<file path="config.mk">
export PLATFORM = sky130hd
export DESIGN_NAME = fft_stage_ctrl
export DESIGN_NICKNAME = d
export VERILOG_FILES = /design/src/rtl/fft_stage_ctrl.sv
export SDC_FILE = /design/constraint.sdc
export NUM_CORES = 1
export LEC_CHECK = 0
export ABC_AREA = 1
export CORE_MARGIN = 10
export CORE_UTILIZATION = 41
export DETAILED_ROUTE_END_ITERATION = 16
export GPL_TIMING_DRIVEN = 0
export HOLD_SLACK_MARGIN = 0.02
export PLACE_DENSITY_LB_ADDON = 0.15
export SLEW_MARGIN = 20
export SYNTH_ARGS = -nofsm -noshare
export SYNTH_HDL_FRONTEND = slang
export SYNTH_SLANG_ARGS = --single-unit
</file>
<file path="constraint.sdc">
create_clock -name clk -period 2.7 [get_ports clk]
set_input_delay 0.27 -clock clk [delete_from_list [all_inputs] [get_ports clk]]
set_output_delay 0.27 -clock clk [all_outputs]
set_load 0.01 [all_outputs]
</file>
<file path="src/rtl/fft_stage_ctrl.sv">
// Radix-2 DIT FFT sequencer: one butterfly issue per cycle, pipeline drain between stages.
// Optional FFT_CTRL_HOLD_EN adds a hold input that stalls issue during ISSUE.
module fft_stage_ctrl #(
    parameter int ADDR_WIDTH = 3,
    parameter int BF_LAT     = 6
) (
    input  logic                    clk,
    input  logic                    rst,
    input  logic                    start,
`ifdef FFT_CTRL_HOLD_EN
    input  logic                    hold,
`endif
    output logic                    busy,
    output logic                    done,
    output logic [ADDR_WIDTH-1:0]   rd_addr_a,
    output logic [ADDR_WIDTH-1:0]   rd_addr_b,
    output logic [ADDR_WIDTH-2:0]   tw_addr,
    output logic [2*ADDR_WIDTH-1:0] m_in,
    output logic                    bf_valid,
    output logic                    wr_en,
    output logic                    rd_bank,
    output logic [ADDR_WIDTH-1:0]   stage
);
    localparam int AW   = ADDR_WIDTH;
    localparam int HALF = (1 << AW) / 2;
    localparam int CW   = $clog2(BF_LAT + 1);

    typedef enum logic [1:0] {IDLE, ISSUE, DRAIN, DONE} state_t;

    state_t          state, state_nxt;
    logic [AW-1:0]   k, k_nxt, stage_nxt;
    logic            bank_nxt, load;
    logic [CW-1:0]   dcnt, dcnt_nxt;
    logic [BF_LAT-1:0] vld_pipe;
    logic            stall;
    logic [AW-1:0]   h, pos, grp, a_nxt, b_nxt, tw_full;

`ifdef FFT_CTRL_HOLD_EN
    assign stall = hold;
`else
    assign stall = 1'b0;
`endif

    assign bf_valid = (state == ISSUE) && !stall;
    assign busy     = (state == ISSUE) || (state == DRAIN);
    assign done     = (state == DONE);
    assign m_in     = {rd_addr_a, rd_addr_b};
    assign wr_en    = vld_pipe[BF_LAT-1];

    // Address generation for the butterfly that will be on the outputs next cycle
    always_comb begin
        h       = AW'(1) << stage_nxt;
        pos     = k_nxt & (h - AW'(1));
        grp     = k_nxt >> stage_nxt;
        a_nxt   = ((grp << stage_nxt) << 1) | pos;
        b_nxt   = a_nxt | h;
        tw_full = pos << (AW'(AW - 1) - stage_nxt);
    end

    always_comb begin
        state_nxt = state;
        k_nxt     = k;
        stage_nxt = stage;
        bank_nxt  = rd_bank;
        dcnt_nxt  = dcnt;
        load      = 1'b0;
        case (state)
            IDLE: if (start) begin
                state_nxt = ISSUE;
                k_nxt     = '0;
                stage_nxt = '0;
                bank_nxt  = 1'b0;
                load      = 1'b1;
            end
            ISSUE: if (!stall) begin
                if (k == AW'(HALF - 1)) begin
                    state_nxt = DRAIN;
                    k_nxt     = '0;
                    dcnt_nxt  = '0;
                end else begin
                    k_nxt = k + AW'(1);
                    load  = 1'b1;
                end
            end
            DRAIN: if (dcnt == CW'(BF_LAT - 1)) begin
                if (stage == AW'(AW - 1)) begin
                    state_nxt = DONE;
                end else begin
                    state_nxt = ISSUE;
                    stage_nxt = stage + AW'(1);
                    bank_nxt  = ~rd_bank;
                    load      = 1'b1;
                end
            end else begin
                dcnt_nxt = dcnt + CW'(1);
            end
            DONE: begin
                state_nxt = IDLE;
                stage_nxt = '0;
                bank_nxt  = 1'b0;
            end
            default: state_nxt = IDLE;
        endcase
    end

    always_ff @(posedge clk or posedge rst) begin
        if (rst) begin
            state     <= IDLE;
            k         <= '0;
            stage     <= '0;
            rd_bank   <= 1'b0;
            dcnt      <= '0;
            rd_addr_a <= '0;
            rd_addr_b <= '0;
            tw_addr   <= '0;
            vld_pipe  <= '0;
        end else begin
            state    <= state_nxt;
            k        <= k_nxt;
            stage    <= stage_nxt;
            rd_bank  <= bank_nxt;
            dcnt     <= dcnt_nxt;
            vld_pipe <= (vld_pipe << 1) | BF_LAT'(bf_valid);
            // addresses hold their last value through DRAIN and stalls
            if (load) begin
                rd_addr_a <= a_nxt;
                rd_addr_b <= b_nxt;
                tw_addr   <= tw_full[AW-2:0];
            end
        end
    end
endmodule

</file>
==> impl_metrics.yaml <==
synth:
  syn-num-nets: 197
  synth_warnings: 0
  syn_inst: 180
  muxShareOfSynthArea_pct: 0.6260
  syn_area_per_cell_um2: 8.884
  synth_seq_cells: 26
  synth.distinct_cells: 33
  syn_area_um2: 1599
  synth_simple_gate_area_share_pct: 25.12
  synth_xor_area_share_pct: 0.5477
  synth_fa_ha_area_share_pct: 10.95
  synth_top_family_by_area: "simple AND/OR/NAND/NOR gates"
  synth_compound_area_share_pct: 10.33
  synth.yosys.seq_area_share_pct: 40.69
placement:
  port_buffers: 24
  place_area_um2: 1899
  pre_cts_ws_ns: 0.09898
  place_hpwl_mm: 2.540
  place.gp.congestion: 0.7991
routing:
  dr.pass1.iters: 4
  num_vias: 1211
  drt-initial-drc-count: 74
  wirelength_mm: 3.185
  avgViaCountPerCell: 4.640
  drc_errors: 0
  routedWlPerCell_um: 12.20
  final_antenna_net_count: 0
min_path:
  min_to: "vld_pipe[1]"
  hold_class: "register to register"
  min_from: "vld_pipe[0]"
  min_path_cells: 0
finish:
  final_common_cell: "nand2_1"
  drive_gt1_share_pct: 27.70
  fillers: 353
  final_nets: 231
  num_antenna_cells: 0
  layout_common_cells: "nand2_1 (33), dfrtp_1 (26), clkdlybuf4s50_1 (24)"
  area_delta_synth_final_pct: 25.43
  fin_area_um2: 2006
global_routing:
  grt_util_all_layers_pct: 10.26
  grt_max_degree: 27
  grt_overflow_total: 0
  antenna_found_initial: 0
  grt_pass1_wl_mm: 5.492
  grt_pass1_vias: 1187
worst_setup_path:
  end_kind: "register"
  cp.required_ns: 2.92
  startpoint_type: "register"
  reg2reg_to: "rd_addr_b[1]"
  cp.arrival_ns: 2.68
  reg2reg_setup_slack_ns: 0.24
  criticalPathCategory: "register to register"
  path_max_fanout: 8
  r2r_cells: 16
  r2r_start: "state[1]"
floorplan:
  fp-row-count: 22
  fp.coreArea_um2: 3716
  start_util_pct: 43.03
  pin_count: 25
  fp.dieArea_um2: 6798
  dieWidth_um: 82.45
  die_h_um: 82.45
sta:
  max_freq_mhz: 405.7
  fin_skew_ns: 0.006774
  finalWorstSetupSlack_ns: 0.2352
  holdWs_ns: 0.3529
  period_minus_slack_ns: 2.465
  relSlewSlack_pct: 38.15
  setup_viol: 0
  worstMarginPinSlew_ns: 0.9220
  finalHoldViolCount: 0
  maxSlewViolCount: 0
  min_period_over_period_pct: 91.29
  finalSetupTns_ns: 0
clock_network:
  cts_made_buffers: 3
  cts_tree: "built"
  ctsHtreeMaxLevel: 1
  clock_sink_count: 26
  clock_path_buffers: 2
  clk_latency_ns: 0.27
  clk_pin_slew_ns: 0.09
  cts_root_buf: "clkbuf_8"
power_and_ir_drop:
  p_leak_nw: 0.9790
  power.total_w: 0.001972
  ir_drop_mv: 0.2769
  power.density_nw_per_um2: 983.0
job:
  drv_cap: 0
status:
  status: "complete, no violations"
[where the power goes]
part	internal (W)	switching, W
Sequential	0.000522	0.0000744
Combinational	0.000507	0.000620
Clock	0.000130	0.000118
Total	0.00116	0.000812
[worst max-delay path, cell delays in order, from the launching register on]
cell	delay [ns]
dfrtp_1	0.39
inv_1	0.09
ha_1	0.23
buf_4	0.20
nor2_4	0.17
nand2_2	0.10
o21ai_2	0.22
ha_1	0.18
inv_1	0.04
nor2_1	0.12
inv_2	0.05
ha_1	0.27
nor2_2	0.13
inv_1	0.05
nand2_1	0.06
nand2_1	0.06
nand2_1	0.07
[cell type report]
class / instances / area, um^2 / area share [%]
Inverter: 36 / 135.1 / 6.737
Buffer: 7 / 52.55 / 2.620
Clock buffer: 4 / 55.05 / 2.745
Tap cell: 48 / 60.06 / 2.994
Timing Repair Buffer: 29 / 277.8 / 13.85
Multi-Input combinational cell: 111 / 774.5 / 38.62
Sequential cell: 26 / 650.6 / 32.44
[per-layer routing]
| metal | share of wire (%) | GRT usage [%] | vias to the layer above |
|---|---|---|---|
| met4 | 1.3 | 4.082 | 0 |
| met5 | 0 | 0 | - |
| met2 | 45 | 15.40 | 19 |
| li1 | - | - | 623 |
| met1 | 46 | 13.30 | 565 |
| met3 | 7.0 | 3.348 | 4 |
[worst max-delay path by stage]
stage / start / end / slack, ns / cells after the start
6_report: state[1] / rd_addr_b[1] / 0.24 / 16
5_1_grt: state[0] / rd_addr_b[1] / -0.007 / 18
4_1_cts: state[1] / rd_addr_b[1] / 0.07 / 16
3_5_place_dp: state[1] / rd_addr_b[1] / 0.1 / 16
3_3_place_gp: state[0] / rd_addr_b[1] / 0.17 / 18
2_1_floorplan: state[1] / rd_addr_b[1] / 0.39 / 16
[registers in the layout, summed over array words and instances (netlist names)]
register and cells:
stage 3, k 3, rd_bank 1, rd_addr_a 3, vld_pipe 6, rd_addr_b 3, tw_addr 2, dcnt 3
state 2
[metrics by stage]
| stage | util, % | std cells |
|---|---|---|
| after floorplan | - | 180 |
| after global placement | 51.11 | 252 |
| after detailed placement | 51.11 | 252 |
| after CTS | 52.59 | 256 |
| after global routing | 53.97 | 261 |
| final | 53.97 | 261 |
[timing repair]
item,CTS,global route
resized for setup,0,5
endpoints found under the setup margin,0,5
hold buffers,0,0
endpoints found under the hold margin,0,0
setup buffers,0,5
[cells in the mapped netlist]
master | count | area share (%)
o22ai_1 | 1 | 0.39
nand3_2 | 1 | 0.63
dfrtp_1 | 26 | 41
nand3_4 | 1 | 1.1
or2_1 | 2 | 0.78
nand2_4 | 3 | 2.1
o31ai_1 | 1 | 0.47
xor2_1 | 1 | 0.55
o22ai_2 | 1 | 0.78
nand4_1 | 1 | 0.39
nor2_1 | 8 | 1.9
inv_2 | 11 | 2.6
a31oi_1 | 2 | 0.78
inv_1 | 24 | 5.6
ha_1 | 14 | 11
nand3_1 | 11 | 3.4
nand2_1 | 34 | 8.0
nand2_2 | 9 | 3.5
buf_4 | 7 | 3.3
a21oi_4 | 2 | 2.0
nor2_4 | 3 | 2.1
nand3b_1 | 1 | 0.47
a41oi_1 | 1 | 0.55
mux2i_1 | 1 | 0.63
o21ai_1 | 2 | 0.63
o21ai_0 | 2 | 0.63
a21oi_1 | 1 | 0.31
o21ai_4 | 1 | 1.0
a21oi_2 | 2 | 1.1
nor3_1 | 1 | 0.31
o21ai_2 | 3 | 1.6
clkinv_1 | 1 | 0.23
nor2_2 | 1 | 0.39
[cells by family after synthesis]
| family | Yosys count |
|---|---|
| adders and majority gates | 14 |
| and+or+nand+nor | 76 |
| muxes | 1 |
| xor gates and xnor gates | 1 |
| buffers and inverters | 43 |
| AOI/OAI and AO/OA | 19 |
| DFF | 26 |
Power figures use the tool's default switching activity.
